### config.mk
export PLATFORM = sky130hd
export DESIGN_NAME = input_buffer_loader_flat
export DESIGN_NICKNAME = d
export VERILOG_FILES = /design/src/rtl/input_buffer_loader_if.sv /design/src/rtl/input_buffer_loader.sv /design/src/flat_wrapper.sv
export SDC_FILE = /design/constraint.sdc
export NUM_CORES = 1
export LEC_CHECK = 0
export CORE_ASPECT_RATIO = 1.5
export CORE_MARGIN = 2
export CORE_UTILIZATION = 33
export CTS_CLUSTER_SIZE = 28
export DETAILED_ROUTE_END_ITERATION = 8
export GPL_ROUTABILITY_DRIVEN = 0
export PLACE_DENSITY = 0.76
export SLEW_MARGIN = 15
export SYNTH_ARGS = -nofsm -noshare
export SYNTH_HDL_FRONTEND = slang
export SYNTH_SLANG_ARGS = --single-unit
export TNS_END_PERCENT = 30
### constraint.sdc
create_clock -name clk -period 1.65 [get_ports clk]
set_clock_uncertainty 0.15 [all_clocks]
set_input_delay 0.2475 -clock clk [delete_from_list [all_inputs] [get_ports clk]]
set_output_delay 0.2475 -clock clk [all_outputs]
set_load 0.02 [all_outputs]
### src/rtl/input_buffer_loader_if.sv
// Operand stream, input-buffer shift port and tile handshake between fetch, loader and compute core.
interface input_buffer_loader_if #(
    parameter int unsigned DATA_WIDTH = 32,
    parameter int unsigned CNT_W      = 6
);
    logic                  start;
    logic                  clear;
    logic                  abort;
    logic                  s_valid;
    logic [DATA_WIDTH-1:0] s_data;
    logic                  s_ready;
    logic                  buf_enable;
    logic [DATA_WIDTH-1:0] buf_data;
    logic                  tile_valid;
    logic                  tile_ack;
    logic                  busy;
    logic [CNT_W-1:0]      load_count;
    logic [15:0]           tile_count;

    modport master (
        output start, clear, abort, s_valid, s_data, tile_ack,
        input  s_ready, buf_enable, buf_data, tile_valid, busy, load_count, tile_count
    );

    modport slave (
        input  start, clear, abort, s_valid, s_data, tile_ack,
        output s_ready, buf_enable, buf_data, tile_valid, busy, load_count, tile_count
    );
endinterface

### src/rtl/input_buffer_loader.sv
// Fills the TCU input shift buffer with one DEPTH-word tile from a valid/ready stream,
// hands the tile to the compute core and can flush the buffer to zero.
module input_buffer_loader #(
    parameter int unsigned DATA_WIDTH = 32,
    parameter int unsigned DEPTH      = 48,
    parameter int unsigned CNT_W      = 6
) (
    input logic                 clk,
    input logic                 rst,
    input_buffer_loader_if.slave bus
);
    localparam logic [CNT_W-1:0] LAST = CNT_W'(DEPTH - 1);

    typedef enum logic [1:0] {IDLE, LOAD, DONE, FLUSH} state_t;

    state_t           state_q, state_d;
    logic [CNT_W-1:0] cnt_q, cnt_d;
    logic [15:0]      tile_cnt_q, tile_cnt_d;

    // State, word counter and completed-tile counter
    always_ff @(posedge clk or negedge rst) begin
        if (!rst) begin
            state_q    <= IDLE;
            cnt_q      <= '0;
            tile_cnt_q <= '0;
        end else begin
            state_q    <= state_d;
            cnt_q      <= cnt_d;
            tile_cnt_q <= tile_cnt_d;
        end
    end

    // Next state and state-decoded buffer/stream controls
    always_comb begin
        state_d         = state_q;
        cnt_d           = cnt_q;
        tile_cnt_d      = tile_cnt_q;
        bus.s_ready     = 1'b0;
        bus.buf_enable  = 1'b0;
        bus.buf_data    = '0;
        bus.tile_valid  = 1'b0;
        bus.busy        = (state_q != IDLE);
        bus.load_count  = '0;

        unique case (state_q)
            IDLE: begin
                if (bus.clear) begin
                    state_d = FLUSH;
                    cnt_d   = '0;
                end else if (bus.start) begin
                    state_d = LOAD;
                    cnt_d   = '0;
                end
            end
            LOAD: begin
                bus.load_count = cnt_q;
                if (bus.abort) begin
                    // abort wins over a same-cycle word: it is never shifted in
                    state_d = FLUSH;
                    cnt_d   = '0;
                end else begin
                    bus.s_ready = 1'b1;
                    if (bus.s_valid) begin
                        bus.buf_enable = 1'b1;
                        bus.buf_data   = DATA_WIDTH'(bus.s_data);
                        if (cnt_q == LAST) begin
                            state_d = DONE;
                            cnt_d   = '0;
                        end else begin
                            cnt_d = cnt_q + CNT_W'(1);
                        end
                    end
                end
            end
            DONE: begin
                bus.tile_valid = 1'b1;
                if (bus.abort) begin
                    state_d = FLUSH;
                    cnt_d   = '0;
                end else if (bus.tile_ack) begin
                    state_d    = IDLE;
                    tile_cnt_d = tile_cnt_q + 16'd1;
                end
            end
            FLUSH: begin
                bus.buf_enable = 1'b1;
                if (cnt_q == LAST) begin
                    state_d = IDLE;
                    cnt_d   = '0;
                end else begin
                    cnt_d = cnt_q + CNT_W'(1);
                end
            end
            default: begin
                state_d = IDLE;
                cnt_d   = '0;
            end
        endcase
    end

    assign bus.tile_count = tile_cnt_q;
endmodule

### src/flat_wrapper.sv
// flat-port wrapper written by rule: the top's interface ports become plain ports
module input_buffer_loader_flat 
#(
    parameter int unsigned DATA_WIDTH = 32,
    parameter int unsigned DEPTH      = 48,
    parameter int unsigned CNT_W      = 6
)
  (clk, rst, bus_start, bus_clear, bus_abort, bus_s_valid, bus_s_data, bus_tile_ack, bus_s_ready, bus_buf_enable, bus_buf_data, bus_tile_valid, bus_busy, bus_load_count, bus_tile_count);
  input_buffer_loader_if #(.DATA_WIDTH(DATA_WIDTH), .CNT_W(CNT_W)) bus_i ();
  input logic clk;
  input logic rst;
  input wire logic [$bits(bus_i.start)-1:0] bus_start;
  input wire logic [$bits(bus_i.clear)-1:0] bus_clear;
  input wire logic [$bits(bus_i.abort)-1:0] bus_abort;
  input wire logic [$bits(bus_i.s_valid)-1:0] bus_s_valid;
  input wire logic [$bits(bus_i.s_data)-1:0] bus_s_data;
  input wire logic [$bits(bus_i.tile_ack)-1:0] bus_tile_ack;
  output wire logic [$bits(bus_i.s_ready)-1:0] bus_s_ready;
  output wire logic [$bits(bus_i.buf_enable)-1:0] bus_buf_enable;
  output wire logic [$bits(bus_i.buf_data)-1:0] bus_buf_data;
  output wire logic [$bits(bus_i.tile_valid)-1:0] bus_tile_valid;
  output wire logic [$bits(bus_i.busy)-1:0] bus_busy;
  output wire logic [$bits(bus_i.load_count)-1:0] bus_load_count;
  output wire logic [$bits(bus_i.tile_count)-1:0] bus_tile_count;
  assign bus_i.start = bus_start;
  assign bus_i.clear = bus_clear;
  assign bus_i.abort = bus_abort;
  assign bus_i.s_valid = bus_s_valid;
  assign bus_i.s_data = bus_s_data;
  assign bus_i.tile_ack = bus_tile_ack;
  assign bus_s_ready = bus_i.s_ready;
  assign bus_buf_enable = bus_i.buf_enable;
  assign bus_buf_data = bus_i.buf_data;
  assign bus_tile_valid = bus_i.tile_valid;
  assign bus_busy = bus_i.busy;
  assign bus_load_count = bus_i.load_count;
  assign bus_tile_count = bus_i.tile_count;
  input_buffer_loader #(.DATA_WIDTH(DATA_WIDTH), .DEPTH(DEPTH), .CNT_W(CNT_W)) u_core (.clk(clk), .rst(rst), .bus(bus_i));
endmodule
==> key figures <==
Yosys
  • Register area share after synthesis: 38.5%
  • Area leader, netlist: dfrtp_1
  • Synthesized cell area: 0.00156 mm^2
  • Post-synth cell types: 38
  • Syn Area/Cell: 9.41 um^2
  • #FFs+latches synth: 24
  • Syn Inst Count: 166
  • Top post-synthesis cells by area: dfrtp_1 38%, and3_1 14%, xnor2_1 6.2%, nand2_1 3.6%, nand3_1 2.9%
  • Syn Nets: 207
  • Total number of yosys warnings: 0
  • Yosys top cell area share: 38.5%

CTS
  • CTS tree: yes
  • CTS Hold Bufs: 0
  • Inserted Clock Buffers: 3
  • Clock H-tree levels: 1
  • Clock Path Buffers: 2
  • Root buf cell: clkbuf_8
  • Clk_lat worst skew: 0.27 ns
  • Clk slew on worst S/H paths: 0.09 ns
  • Clock Sinks: 24

Timing
  • Unrepaired setup endpoints after global routing: true
  • # setup viols final: 44
  • Worst slew pin tran: 0.431 ns
  • Slew headroom: 71.2%
  • Tmin final: 1.79 ns
  • Max Slew Vio Count: 0
  • Setup WS post-layout: -0.135 ns
  • Tcrit/Tclk final: 108%
  • Final Hold Vio Count: 0
  • F_max: 0.560 GHz

Cells and area
  • Multi-input gate area: 990 um^2
  • Nets: 328
  • Reg area: 603 um^2
  • Filler instances: 361
  • Commonest non-fill, non-tap cell in the layout: buf_6
  • Fin cells: 350
  • Post-layout util: 66.7%
  • Layout area overhead: 94.0%
  • Commonest non-fill, non-tap cells in the layout: 38 x buf_6, 36 x clkdlybuf4s50_1, 33 x and3_1
  • Layout cells sized above 1: 35.7%
  • # diodes: 0

Setup path
  • Slowest-stage cell, CP: dfrtp_1
  • R2R cell count: 5
  • Critical path endpoint category: output pin
  • Top cell family by delay on the critical path: flip-flops
  • RR Startpoint: u_core.state_q[1]
  • CP Max Fanout: 18
  • Critical Path Max Stage Delay: 0.42 ns
  • Bufs and invs on worst path: 2
  • Crit path DAT: 1.39 ns
  • Kind of critical path: reg -> out
  • CP Launch Point: u_core.state_q[1]
  • Reg2reg end: u_core.cnt_q[4]
  • Critical path, cell by cell: nor2b_4, clkbuf_16, and3_1, buf_6
  • Flop-to-flop setup slack: -0.12 ns
  • Type of origin of the critical path: flop
  • CP required: 1.25 ns

GRT
  • Global-route wire length before repair: 7.53 mm
  • Total global-route track usage: 18.4%
  • Largest net degree at the start of global routing: 38
  • Initial antenna violation count: 0
  • Vias in the first global route: 1708
  • Grt ovf: 0

Floorplan
  • Die X-Extent: 60.2 um
  • Site row count: 30
  • Ports: 97
  • Die area: 0.00531 mm^2
  • Die Ht: 88.3 um
  • Initial Utilization: 34.4%
  • Core area: 0.00454 mm^2

Power and ir drop
  • Part of the power in registers: 32.0%
  • Switch share: 35.8%
  • Peak supply drop: 399 uV
  • Int Pwr: 1.58 mW
  • Comb power frac: 51.7%
  • Static leakage: 1.58 nW
  • Net switching power figure: 884 uW
  • Clock Power Share: 16.3%
  • Power Density: 814 mW/mm^2

Flow run
  • Max Cap Violations: 0

Routing
  • Routed wire length: 5.07 mm
  • Vias per inst: 4.98
  • DRT Pass-1 Iters: 4
  • DR DRC count: 0
  • Final ANT Viol Nets: 0
  • WL per Instance: 14.5 um
  • DR vias: 1743
  • Detailed Route Iter0 Violations: 75

Place
  • Port buffer count: 96
  • Dpl cells: 341
  • Post-DP HPWL: 3.66 mm

Status
  • Status: complete, but fails checks
  • Failing checks: setup timing

Min path
  • Tightest Hold Check Type: in -> async
[worst register-to-register path: stages (launching register included)]
cell      delay (ns)
dfrtp_1         0.42
buf_6           0.18
and2b_4         0.19
a221oi_4        0.39
o21ai_1         0.13
a32o_1          0.21
[power by group through the flow]
stage	Combinational [mW]	Clock (mW)	Sequential [mW]
6_report	1.28	0.402	0.789
5_1_grt	1.38	0.447	0.802
4_1_cts	1.15	0.411	0.773
3_5_place_dp	1.13	0	0.777
3_3_place_gp	1.10	0	0.778
2_1_floorplan	0.554	0	0.795
[flip-flops by register name (all words and copies together), names as in the netlist]
signal	flops
u_core.bus.tile_count	16
u_core.state_q	2
u_core.cnt_q	6
[routing by layer]
metal	vias to the layer above	track usage, %	part of all wire [%]
met5	-	0	0
met4	0	5.45	0.73
met3	4	4.97	8.9
met2	91	33.6	53
met1	805	20.2	37
li1	843	-	-
[cell usage after synthesis]
master     instances
nor4_4             2
and2b_4            1
xor2_1             4
nand2_1           15
a311oi_1           1
a31oi_1            1
nor2b_1            4
a32o_1             1
nor2_1             3
and2_1             4
and3_1            35
nor4_2             1
o21a_1             1
buf_2              1
inv_1              4
buf_6              2
and4_1             1
a21boi_1           1
o21ai_1            2
a21o_1             1
a221oi_1           2
o22ai_1            2
xnor2_1           11
mux2i_1            1
inv_2              1
nor3_1             6
a41oi_1            1
nand4bb_4          1
o2111ai_1          1
o21ai_0            3
a221oi_4           1
a22o_1             1
nand3_1            9
clkbuf_1           8
dfrtp_1           24
ha_1               2
and4bb_1           1
nand4_1            6
[logic make-up (layout without fill, tap and decap cells)]
logic type	Yosys count	count (layout)	synth area share, %
compound gates	19	19	9.94
flops	24	24	38.5
mux	1	1	0.641
fa+ha+maj	2	2	1.60
buf+inv	16	136	4.89
simple gates	89	89	36.1
xor+xnor	15	15	8.41
[worst max-delay path by stage]
| stage | endpoint | cells past startpoint | slack, ns |
|---|---|---|---|
| final | bus_buf_data[31] | 4 | -0.14 |
| after global routing | bus_buf_data[31] | 4 | -0.19 |
| after CTS | bus_load_count[3] | 3 | -0.15 |
| after detailed placement | bus_buf_data[14] | 5 | -0.72 |
| after global placement | bus_buf_data[26] | 5 | -0.70 |
| after floorplan | u_core.state_q[0] | 6 | -0.06 |
[stage by stage]
step,power (mW),setup slack (ns),TNS (ns),hold WS (ns),instance area [um^2]
2_1_floorplan,1.35,-0.0592,-0.0646,-0.198,1570
6_report,2.47,-0.135,-3.85,0.192,3030
5_1_grt,2.63,-0.186,-7.27,0.204,3030
3_5_place_dp,1.91,-0.716,-31.45,0.312,2770
3_3_place_gp,1.88,-0.701,-30.30,0.310,2770
4_1_cts,2.33,-0.146,-2.88,0.192,2830
[area by class of cell]
cell class	instances	share of cell area (%)
Inverter	5	0.702
Timing Repair Buffer	127	42.3
Sequential cell	24	19.9
Clock buffer	4	1.82
Multi-Input combinational cell	126	32.7
Tap cell	64	2.64
[what timing repair did]
action / 4_1_cts / 5_1_grt
gates resized for setup: 246 / 48
pin swaps: 4 / 5
endpoints found under the hold margin: 0 / 0
setup buffers: 3 / 0
cloned: 1 / 1
endpoints found under the setup margin: 74 / 62
Power figures use the tool's default switching activity.
